`src/rtl/led_pkg.sv`:
```
`default_nettype none
// +--------------------------------------------------------------------+
// | led_pkg : shared constants and state type for the LED scheduler    |
// | Revision: 1.0                                                       |
// +--------------------------------------------------------------------+
package led_pkg;

  localparam int NUM_LEDS = 5;

  typedef enum logic [1:0] {
    IDLE = 2'd0,
    SHOW = 2'd1,
    GAP  = 2'd2
  } led_sched_state_t;

endpackage : led_pkg
`default_nettype wire

```
`src/rtl/led_scheduler_rr_pick.sv`:
```
`default_nettype none
// +--------------------------------------------------------------------+
// | rr_pick : combinational round-robin search starting at ptr          |
// | Revision: 1.0                                                       |
// +--------------------------------------------------------------------+
module rr_pick #(
  parameter int NREQ = 4,
  parameter int IW   = (NREQ > 1) ? $clog2(NREQ) : 1
) (
  input  logic [NREQ-1:0] req,
  input  logic [IW-1:0]   ptr,
  output logic            valid,
  output logic [IW-1:0]   winner_idx,
  output logic [NREQ-1:0] winner_oh
);

  always_comb begin
    valid      = 1'b0;
    winner_idx = '0;
    winner_oh  = '0;
    // First asserted request at or above ptr, wrapping past NREQ-1.
    for (int i = 0; i < NREQ; i++) begin
      if (!valid && req[(int'(ptr) + i) % NREQ]) begin
        valid                              = 1'b1;
        winner_idx                         = IW'((int'(ptr) + i) % NREQ);
        winner_oh[(int'(ptr) + i) % NREQ]  = 1'b1;
      end
    end
  end

endmodule : rr_pick
`default_nettype wire

```
`src/rtl/led_scheduler.sv`:
```
`default_nettype none
// +--------------------------------------------------------------------+
// | led_scheduler : round-robin time-slot sharing of the five user LEDs |
// | Revision: 1.0                                                       |
// +--------------------------------------------------------------------+
module led_scheduler
  import led_pkg::*;
#(
  parameter int NREQ        = 4,
  parameter int SLOT_CYCLES = 12000000,
  parameter int GAP_CYCLES  = 1200000
) (
  input  logic                     clk,
  input  logic                     rstn,
  input  logic [NREQ-1:0]          req,
  input  logic [NUM_LEDS*NREQ-1:0] pat,
  output logic [NREQ-1:0]          gnt,
  output logic                     busy,
  output logic                     D1,
  output logic                     D2,
  output logic                     D3,
  output logic                     D4,
  output logic                     D5
);

  localparam int c_CNT_MAX = (SLOT_CYCLES > GAP_CYCLES) ? SLOT_CYCLES : GAP_CYCLES;
  localparam int c_CNT_W   = $clog2(c_CNT_MAX + 1);
  localparam int c_IW      = (NREQ > 1) ? $clog2(NREQ) : 1;
  localparam logic [c_CNT_W-1:0] c_SLOT_LOAD = c_CNT_W'(SLOT_CYCLES - 1);
  localparam logic [c_CNT_W-1:0] c_GAP_LOAD  = c_CNT_W'((GAP_CYCLES > 0) ? GAP_CYCLES - 1 : 0);

  led_sched_state_t      r_state, w_state;
  logic [c_CNT_W-1:0]    r_cnt, w_cnt;
  logic [c_IW-1:0]       r_ptr, w_ptr;
  logic [c_IW-1:0]       r_win, w_win;
  logic [NREQ-1:0]       r_gnt, w_gnt;
  logic [NUM_LEDS-1:0]   r_led, w_led;
  logic                  r_busy, w_busy;

  logic                  w_pick_valid;
  logic [c_IW-1:0]       w_pick_idx;
  logic [NREQ-1:0]       w_pick_oh;
  logic [c_IW-1:0]       w_ptr_after;
  logic                  w_slot_done;

  rr_pick #(
    .NREQ (NREQ),
    .IW   (c_IW)
  ) u_rr_pick (
    .req        (req),
    .ptr        (r_ptr),
    .valid      (w_pick_valid),
    .winner_idx (w_pick_idx),
    .winner_oh  (w_pick_oh)
  );

  assign w_ptr_after = (r_win == c_IW'(NREQ - 1)) ? '0 : r_win + c_IW'(1);
  // Expiry and release share one exit so a drop on the last cycle cannot exit twice.
  assign w_slot_done = (r_cnt == '0) || !req[r_win];

  always_comb begin
    w_state = r_state;
    w_cnt   = r_cnt;
    w_ptr   = r_ptr;
    w_win   = r_win;
    w_gnt   = r_gnt;
    w_led   = r_led;
    w_busy  = r_busy;
    case (r_state)
      IDLE: begin
        w_gnt  = '0;
        w_led  = '0;
        w_busy = 1'b0;
        if (w_pick_valid) begin
          w_state = SHOW;
          w_win   = w_pick_idx;
          w_gnt   = w_pick_oh;
          w_led   = pat[int'(w_pick_idx)*NUM_LEDS +: NUM_LEDS];
          w_cnt   = c_SLOT_LOAD;
          w_busy  = 1'b1;
        end
      end
      SHOW: begin
        if (w_slot_done) begin
          w_gnt = '0;
          w_led = '0;
          w_ptr = w_ptr_after;
          if (GAP_CYCLES > 0) begin
            w_state = GAP;
            w_cnt   = c_GAP_LOAD;
            w_busy  = 1'b1;
          end else begin
            w_state = IDLE;
            w_cnt   = '0;
            w_busy  = 1'b0;
          end
        end else begin
          w_cnt = r_cnt - c_CNT_W'(1);
        end
      end
      GAP: begin
        if (r_cnt == '0) begin
          w_state = IDLE;
          w_busy  = 1'b0;
        end else begin
          w_cnt = r_cnt - c_CNT_W'(1);
        end
      end
      default: begin
        w_state = IDLE;
        w_cnt   = '0;
        w_gnt   = '0;
        w_led   = '0;
        w_busy  = 1'b0;
      end
    endcase
  end

  always_ff @(posedge clk or negedge rstn) begin
    if (!rstn) begin
      r_state <= IDLE;
      r_cnt   <= '0;
      r_ptr   <= '0;
      r_win   <= '0;
      r_gnt   <= '0;
      r_led   <= '0;
      r_busy  <= 1'b0;
    end else begin
      r_state <= w_state;
      r_cnt   <= w_cnt;
      r_ptr   <= w_ptr;
      r_win   <= w_win;
      r_gnt   <= w_gnt;
      r_led   <= w_led;
      r_busy  <= w_busy;
    end
  end

  assign gnt  = r_gnt;
  assign busy = r_busy;
  assign D1   = r_led[0];
  assign D2   = r_led[1];
  assign D3   = r_led[2];
  assign D4   = r_led[3];
  assign D5   = r_led[4];

endmodule : led_scheduler
`default_nettype wire

```
`config.mk`:
```
export PLATFORM = sky130hd
export DESIGN_NAME = led_scheduler
export DESIGN_NICKNAME = d
export VERILOG_FILES = /design/src/rtl/led_pkg.sv /design/src/rtl/led_scheduler_rr_pick.sv /design/src/rtl/led_scheduler.sv
export SDC_FILE = /design/constraint.sdc
export NUM_CORES = 1
export LEC_CHECK = 0
export BUFFER_PORTS_ARGS = -buffer_cell sky130_fd_sc_hd__buf_2
export CAP_MARGIN = 40
export CORE_MARGIN = 2
export CORE_UTILIZATION = 53
export DETAILED_ROUTE_END_ITERATION = 12
export HOLD_SLACK_MARGIN = 0.1
export PLACE_DENSITY = 0.76
export SLEW_MARGIN = 25
export SYNTH_ARGS = -nofsm -noshare
export SYNTH_HDL_FRONTEND = slang
export SYNTH_SLANG_ARGS = --single-unit
export TNS_END_PERCENT = 5
```
`constraint.sdc`:
```
create_clock -name clk -period 2.9 [get_ports clk]
set_input_delay 0.145 -clock clk [delete_from_list [all_inputs] [get_ports clk]]
set_output_delay 0.145 -clock clk [all_outputs]
set_load 0.02 [all_outputs]
```
==> results of run 1 <==
==> worst max-delay path, stage by stage (launching register included) <==
cell and delay (ns):
dfrtp_1 0.36, inv_1 0.12, ha_1 0.36, mux4_2 0.58
nor2b_1 0.41, nor2_1 0.11, mux2i_1 0.13, a2111o_1 0.42
o211ai_1 0.09
==> logic make-up (layout without fill, tap and decap cells) <==
kind of cell,count (synthesis),after routing,synth area share
adder cells (fa/ha/maj),11,11,0.0452
multiplexers,18,18,0.0765
flip-flops,40,40,0.329
buffers and inverters,28,66,0.0403
AND/OR/NAND/NOR,147,147,0.251
AO/OA/AOI/OAI,113,113,0.258
==> timing repair <==
item | in CTS | in global routing
hold endpoints to repair | 40 | 0
hold buffers | 1 | 0
buffers inserted | 0 | 0
==> through the flow <==
step / hold WS, ns / power (mW) / instance area, sq um / setup slack, ns / utilization
global route: 0.169 / 3.79 / 3460 / 0.110 / 0.624
global placement: 0.327 / 2.94 / 3300 / 0.344 / 0.596
detailed placement: 0.0864 / 3.02 / 3330 / 0.263 / 0.602
CTS: 0.174 / 3.50 / 3460 / 0.241 / 0.624
floorplan: -0.151 / 2.45 / 3040 / 0.0662 / -
finish: 0.171 / 3.50 / 3460 / 0.248 / 0.624
==> state kept, by name, indices dropped and copies added, names as in the netlist <==
register	flops
gnt	4
r_win	2
busy	1
r_led	5
r_cnt	24
r_ptr	2
r_state	2
==> Yosys cell counts, drive strengths merged, types with 9 or more instances <==
cell type  number
o21ai          37
a21oi          17
nor3           15
nand2          38
ha             11
mux2i          12
a31oi          10
nor2           31
dfrtp          40
nand3          13
or3             9
nor4            9
clkbuf         17
==> cell usage in the layout, fill, tap and decap left out, types with 3 or more instances in the layout <==
cell type,instances
o221ai_1,6
nor2b_1,4
dfrtp_1,40
inv_1,7
o31ai_1,4
buf_4,13
a211oi_1,3
mux4_2,4
a31oi_1,10
or3_1,8
o21ai_0,35
o22ai_1,4
a21oi_1,15
nand2_1,38
nor2_1,31
a22oi_1,5
or2_2,3
o211ai_1,3
buf_2,36
nor4_1,8
nor3_1,14
mux2i_1,12
clkbuf_8,5
nand3_1,13
nor3b_1,4
nand2b_1,6
ha_1,11
o311ai_0,3
a221oi_1,4
==> power by group through the flow <==
stage	logic, mW	clock network (mW)	registers (mW)
2_1_floorplan	1.46	0	0.992
3_3_place_gp	1.94	0	0.998
3_5_place_dp	2.02	0	1.01
4_1_cts	2.02	0.484	0.997
5_1_grt	2.24	0.510	1.04
6_report	2.02	0.471	1.00
==> layer usage <==
layer	up-vias	wire length, um	GRT usage
li1	1428	-	-
met4	0	107	0.0864
met2	132	3730	0.431
met3	10	532	0.0249
met5	-	0	0
met1	1438	3480	0.363
==> layout make-up <==
cell class / instances / area, sq um / share of cell area
clock inverters: 3 / 46.3 / 0.0134
repair buffers: 51 / 308 / 0.0890
inverters: 7 / 26.3 / 0.00760
flip-flops and latches: 40 / 1000 / 0.289
well taps: 72 / 90.1 / 0.0260
clock buffers: 5 / 68.8 / 0.0199
multi-input cells: 289 / 1920 / 0.555
==> worst max-delay path by stage <==
stage	from	end	slack, ns	cells after the start
6_report	r_ptr[0]$_DFFE_PN0P_	r_led[4]$_DFFE_PN0P_	0.25	8
5_1_grt	r_ptr[0]$_DFFE_PN0P_	r_led[4]$_DFFE_PN0P_	0.11	8
4_1_cts	r_ptr[0]$_DFFE_PN0P_	r_led[4]$_DFFE_PN0P_	0.24	8
3_5_place_dp	r_ptr[0]$_DFFE_PN0P_	r_led[4]$_DFFE_PN0P_	0.26	8
3_3_place_gp	r_cnt[17]$_DFFE_PN0P_	r_cnt[16]$_DFFE_PN0P_	0.34	6
2_1_floorplan	r_ptr[0]$_DFFE_PN0P_	r_led[4]$_DFFE_PN0P_	0.07	9
==> summary.txt, run 1 <==
Worst hold path
  – Hold Path Class: in -> reg
  – WHS Endpoint: r_led[0]$_DFFE_PN0P_
  – Worst Hold Launch: pat[15]
  – Hold path depth: 3

Timing
  – RSZ-0062 raised after global routing: no
  – Setup violators final: 0
  – Relative slew slack: 0.567
  – Fmax achieved: 377 MHz
  – Fin. Hold Viols: 0
  – Worst slew pin tran: 0.642 ns
  – Total negative slack: 0 ns
  – Fin. max-slew vios: 0
  – Minimum clock period: 2.65 ns
  – Final Skew: 0.00524 ns
  – Fin crit share: 0.914

CTS
  – Skew-Pair Late Insertion Delay: 0.29 ns
  – Root buf cell: clkbuf_8
  – H-tree levels: 2
  – Cts bufs inserted: 5
  – CTS Sinks: 40
  – Clk slew on worst S/H paths: 0.09 ns
  – CTS tree: done
  – PostCTS Resize Cnt: 0
  – Max Root-Sink Buffers: 2

Yosys
  – Synth Net Count: 394
  – Avg Synthesized Cell Area: 8.52 sq um
  – Most common flop cell mapped by yosys: dfrtp_1
  – Synth top area share: 0.329
  – Post-Synthesis Cell Area: 3040 sq um
  – Synth area leader: dfrtp_1
  – Synth cell types: 63
  – Number of synthesized flops with an enable pin: 0
  – Yosys warns: 0
  – Async SR Flop Fraction: 1.00
  – Register area share after synthesis: 0.329
  – #FFs+latches synth: 40
  – Largest cells by area after synthesis: dfrtp_1, o21ai_0, nand2_1
  – Cells after synthesis: 357

Critical path
  – WS Path Type: reg -> reg
  – Critical Path AT: 2.87 ns
  – CP max FO: 6
  – Worst setup EP type: flop
  – Reg-to-reg critical path startpoint: r_ptr[0]$_DFFE_PN0P_
  – Reg2Reg Depth: 8
  – Worst endpoint required time: 3.11 ns
  – Worst R2R Setup Slack: 0.25 ns
  – CP startpoint kind: flop
  – Worst r2r dst: r_led[4]$_DFFE_PN0P_

Drt
  – Initial DRT Pass Iterations: 5
  – Routed len/inst: 16.8 um
  – DRC Markers: 0
  – Vias/cell: 6.44
  – DRT iter0 DRCs: 189
  – ANT nets after route: 0
  – Post-detailed-routing wire length: 7850 um
  – Via count: 3,008

Pwr
  – Clock network power share: 0.135
  – Sequential share of power: 0.287
  – Combinational power share: 0.578
  – P_leak: 1.43 nW
  – Pint: 1.87 mW
  – Net switching power: 1.63 mW
  – Pwr/cell area: 1010 nW/um^2
  – Worst ir drop on vdd: 512 uV
  – Sw Ratio: 0.467

Floorplan
  – CORE AREA: 5540 sq um
  – Row count: 27
  – Io pins: 36
  – Starting Density: 0.549
  – Die Ht: 79.8 um
  – Die Area: 6360 sq um
  – Die W: 79.8 um

Cells and area
  – Share of layout cells above drive strength 1: 0.205
  – Area growth syn-to-layout: 13.7%
  – Filler cell count: 486
  – Nets: 431
  – Final std cells w/o fill: 467
  – Ant diodes: 0

Placement
  – Final HPWL DP: 5810 um
  – Routability cong.: 0.956
  – I/O Buffers: 35
  – # placed instances: 458

Global routing
  – Remaining global-route overflow: 0
  – GRT Total Usage: 0.262
  – Largest net degree at the start of global routing: 27
  – First-pass GRT wire length: 13,200 um
  – Antenna violations before repair: 0
  – Vias in the first global route: 2,803

Status
  – Status: finished clean

Run
  – Max-cap check violation count: 0
Power figures use the tool's default switching activity.
==> run 2, diff against run 1 <==
--- a/config.mk
+++ b/config.mk
@@ -8,10 +8,10 @@
 export BUFFER_PORTS_ARGS = -buffer_cell sky130_fd_sc_hd__buf_2
 export CAP_MARGIN = 40
 export CORE_MARGIN = 2
-export CORE_UTILIZATION = 53
+export CORE_UTILIZATION = 59
 export DETAILED_ROUTE_END_ITERATION = 12
 export HOLD_SLACK_MARGIN = 0.1
-export PLACE_DENSITY = 0.76
+export PLACE_DENSITY = 0.81
 export SLEW_MARGIN = 25
 export SYNTH_ARGS = -nofsm -noshare
 export SYNTH_HDL_FRONTEND = slang
==> constraint.sdc (replaced) <==
create_clock -name clk -period 2.8 [get_ports clk]
set_input_delay 0.14 -clock clk [delete_from_list [all_inputs] [get_ports clk]]
set_output_delay 0.14 -clock clk [all_outputs]
set_load 0.02 [all_outputs]
==> summary.txt, run 2 (synthesis results as in run 1) <==
Run
  – Max-cap check violation count: 0 (unchanged)

Global routing
  – GRT Total Usage: 0.293 (was 0.262)
  – First-pass GRT wire length: 12,800 um (was 13,200 um)
  – Met2 Usage GRT: 0.504 (was 0.431)
  – Layer with the highest usage: met2 (unchanged)
  – Antenna violations before repair: 0 (unchanged)
  – Remaining global-route overflow: 0 (unchanged)
  – Met1 usage: 0.381 (was 0.363)
  – Largest net degree at the start of global routing: 25 (was 27)
  – Vias in the first global route: 2,753 (was 2,803)
  – Met3 usage: 0.0423 (was 0.0249)

Timing
  – Final Skew: 0.00864 ns (was 0.00524 ns)
  – Worst slew pin tran: 0.716 ns (was 0.642 ns)
  – Worst hold slack: 0.159 ns (was 0.171 ns)
  – Total negative slack: 0 ns (unchanged)
  – Relative slew slack: 0.517 (was 0.567)
  – Fin crit share: 0.939 (was 0.914)
  – Setup violators final: 0 (unchanged)
  – Minimum clock period: 2.63 ns (was 2.65 ns)
  – RSZ-0062 raised after global routing: no (unchanged)
  – Fin worst setup slack: 0.170 ns (was 0.248 ns)
  – Fmax achieved: 380 MHz (was 377 MHz)
  – Fin. max-slew vios: 0 (unchanged)
  – Fin. Hold Viols: 0 (unchanged)

Floorplan
  – Starting Density: 0.603 (was 0.549)
  – Die Area: 5750 sq um (was 6360 sq um)
  – Die Ht: 75.8 um (was 79.8 um)
  – CORE AREA: 5040 sq um (was 5540 sq um)
  – Die W: 75.8 um (was 79.8 um)
  – Io pins: 36 (unchanged)
  – Row count: 26 (was 27)

Cells and area
  – Nets: 439 (was 431)
  – Commonest non-fill, non-tap cell in the layout: dfrtp_1 (unchanged)
  – Most frequent cells in the layout: dfrtp_1, nand2_1, buf_2, o21ai_0, nor2_1 (unchanged)
  – Final core utilization: 0.699 (was 0.624)
  – Share of layout cells above drive strength 1: 0.221 (was 0.205)
  – Area growth syn-to-layout: 15.9% (was 13.7%)
  – Top reg by flops: r_cnt (unchanged)
  – Max FFs per register: 24 (unchanged)
  – Ant diodes: 0 (unchanged)

Critical path
  – Critical Path Max Stage Delay: 0.56 ns (was 0.58 ns)
  – WS Path Type: reg -> reg (unchanged)
  – Worst Path Buf+Inv: 0 (was 1)
  – Critical Path AT: 2.82 ns (was 2.87 ns)
  – Worst endpoint required time: 2.99 ns (was 3.11 ns)
  – Worst-path cell chain: or4_4 > or3_4 > or3_1 > o21ai_4 > a21oi_1 > o211a_1 (was inv_1 > ha_1 > mux4_2 > nor2b_1 > nor2_1 > mux2i_1 > a2111o_1 > o211ai_1)
  – CP delay by family, top: simple AND/OR/NAND/NOR gates (was multiplexers)
  – Worst setup EP type: flop (unchanged)
  – Worst R2R Setup Slack: 0.17 ns (was 0.25 ns)
  – CP max FO: 11 (was 6)
  – CP max-delay cell: or4_4 (was mux4_2)
  – CP startpoint kind: flop (unchanged)

Pwr
  – Worst ir drop on vdd: 566 uV (was 512 uV)
  – Pwr/cell area: 1040 nW/um^2 (was 1010 nW/um^2)
  – P_leak: 1.48 nW (was 1.43 nW)
  – Clock network power share: 0.135 (about the same)
  – Pint: 1.96 mW (was 1.87 mW)
  – Net switching power: 1.70 mW (was 1.63 mW)
  – Sequential share of power: 0.277 (was 0.287)
  – Sw Ratio: 0.465 (was 0.467)
  – Combinational power share: 0.589 (was 0.578)

CTS
  – Clk slew on worst S/H paths: 0.09 ns (about the same)
  – CTS Sinks: 40 (unchanged)
  – H-tree levels: 2 (unchanged)
  – Cts bufs inserted: 5 (unchanged)
  – Skew-Pair Late Insertion Delay: 0.30 ns (was 0.29 ns)
  – Setup Fix Bufs, Post-CTS: 0 (unchanged)
  – Max Root-Sink Buffers: 2 (unchanged)
  – Root buf cell: clkbuf_8 (unchanged)
  – CTS tree: done (unchanged)

Drt
  – Routed len/inst: 16.8 um (about the same)
  – ANT nets after route: 0 (unchanged)
  – Initial DRT Pass Iterations: 4 (was 5)
  – Via count: 2,928 (was 3,008)
  – Post-detailed-routing wire length: 7930 um (was 7850 um)
  – DRT iter0 DRCs: 231 (was 189)
  – DRC Markers: 0 (unchanged)
  – Vias/cell: 6.19 (was 6.44)

Worst hold path
  – Hold Path Class: in -> reg (unchanged)

Status
  – Status: finished clean (unchanged)

Placement
  – I/O Buffers: 35 (unchanged)
  – Final HPWL DP: 5940 um (was 5810 um)
  – Routability cong.: 0.924 (was 0.956)
  – Dpl ws: 0.200 ns (was 0.263 ns)
-- run 2: cell count changes in the layout (fill, tap and decap cells not counted) --
| cell | change |
|---|---|
| buf_4 | +8 |
| clkinv_4 | +2 |
| inv_6 | -1 |
| clkinvlp_4 | -1 |
| buf_12 | -1 |
| buf_16 | +1 |
-- run 2: tightest hold or removal path, stage by stage --
cell and delay (ns):
buf_2 0.07, mux2i_1 0.05, o221ai_1 0.15
-- run 2: path summary, 6_finish.rpt --
kind                       cells past startpoint                   from                    end
max in group asynchronous                      3                   rstn  r_cnt[18]$_DFFE_PN0P_
min                                            3                pat[15]   r_led[0]$_DFFE_PN0P_
max                                            6  r_cnt[17]$_DFFE_PN0P_   r_cnt[6]$_DFFE_PN0P_
max reg2reg                                    6  r_cnt[17]$_DFFE_PN0P_   r_cnt[6]$_DFFE_PN0P_
min in group asynchronous                      2                   rstn   r_cnt[5]$_DFFE_PN0P_
min reg2reg                                    2     gnt[0]$_DFFE_PN0P_     gnt[0]$_DFFE_PN0P_
-- run 2: routing by layer --
metal,vias to the layer above,wire length [um],part of all wire
met3,12,424,0.053
met2,99,3950,0.50
met5,-,0,0
li1,1446,-,-
met1,1371,3450,0.43
met4,0,102,0.013
-- run 2: timing repair --
action / 4_1_cts / 5_1_grt
setup endpoints to repair: 0 / 0
hold buffers: 1 / 0
gates resized for setup: 0 / 0
hold endpoints to repair: 16 / 0
-- run 2: area by class of cell --
class / count / area (sq um)
fill: 394 / 1520
sequential: 40 / 1000
tap: 70 / 87.6
timing repair buffer: 59 / 375
inverter: 7 / 26.3
clock buffer: 5 / 68.8
multi-input combinational: 289 / 1920
clock inverter: 3 / 47.5
-- run 2: stage by stage --
step	power, mW	std cells	area (sq um)
after floorplan	2.54	357	3040
after global placement	3.07	462	3370
after detailed placement	3.15	464	3400
after CTS	3.66	473	3520
after global routing	3.95	473	3520
final	3.67	473	3520
-- run 2: power groups by stage --
stage / sequential, mW / combinational (mW) / clock (mW)
final: 1.01 / 2.16 / 0.493
after global routing: 1.04 / 2.38 / 0.529
after CTS: 1.01 / 2.15 / 0.502
after detailed placement: 1.02 / 2.13 / 0
after global placement: 1.01 / 2.06 / 0
after floorplan: 1.03 / 1.51 / 0
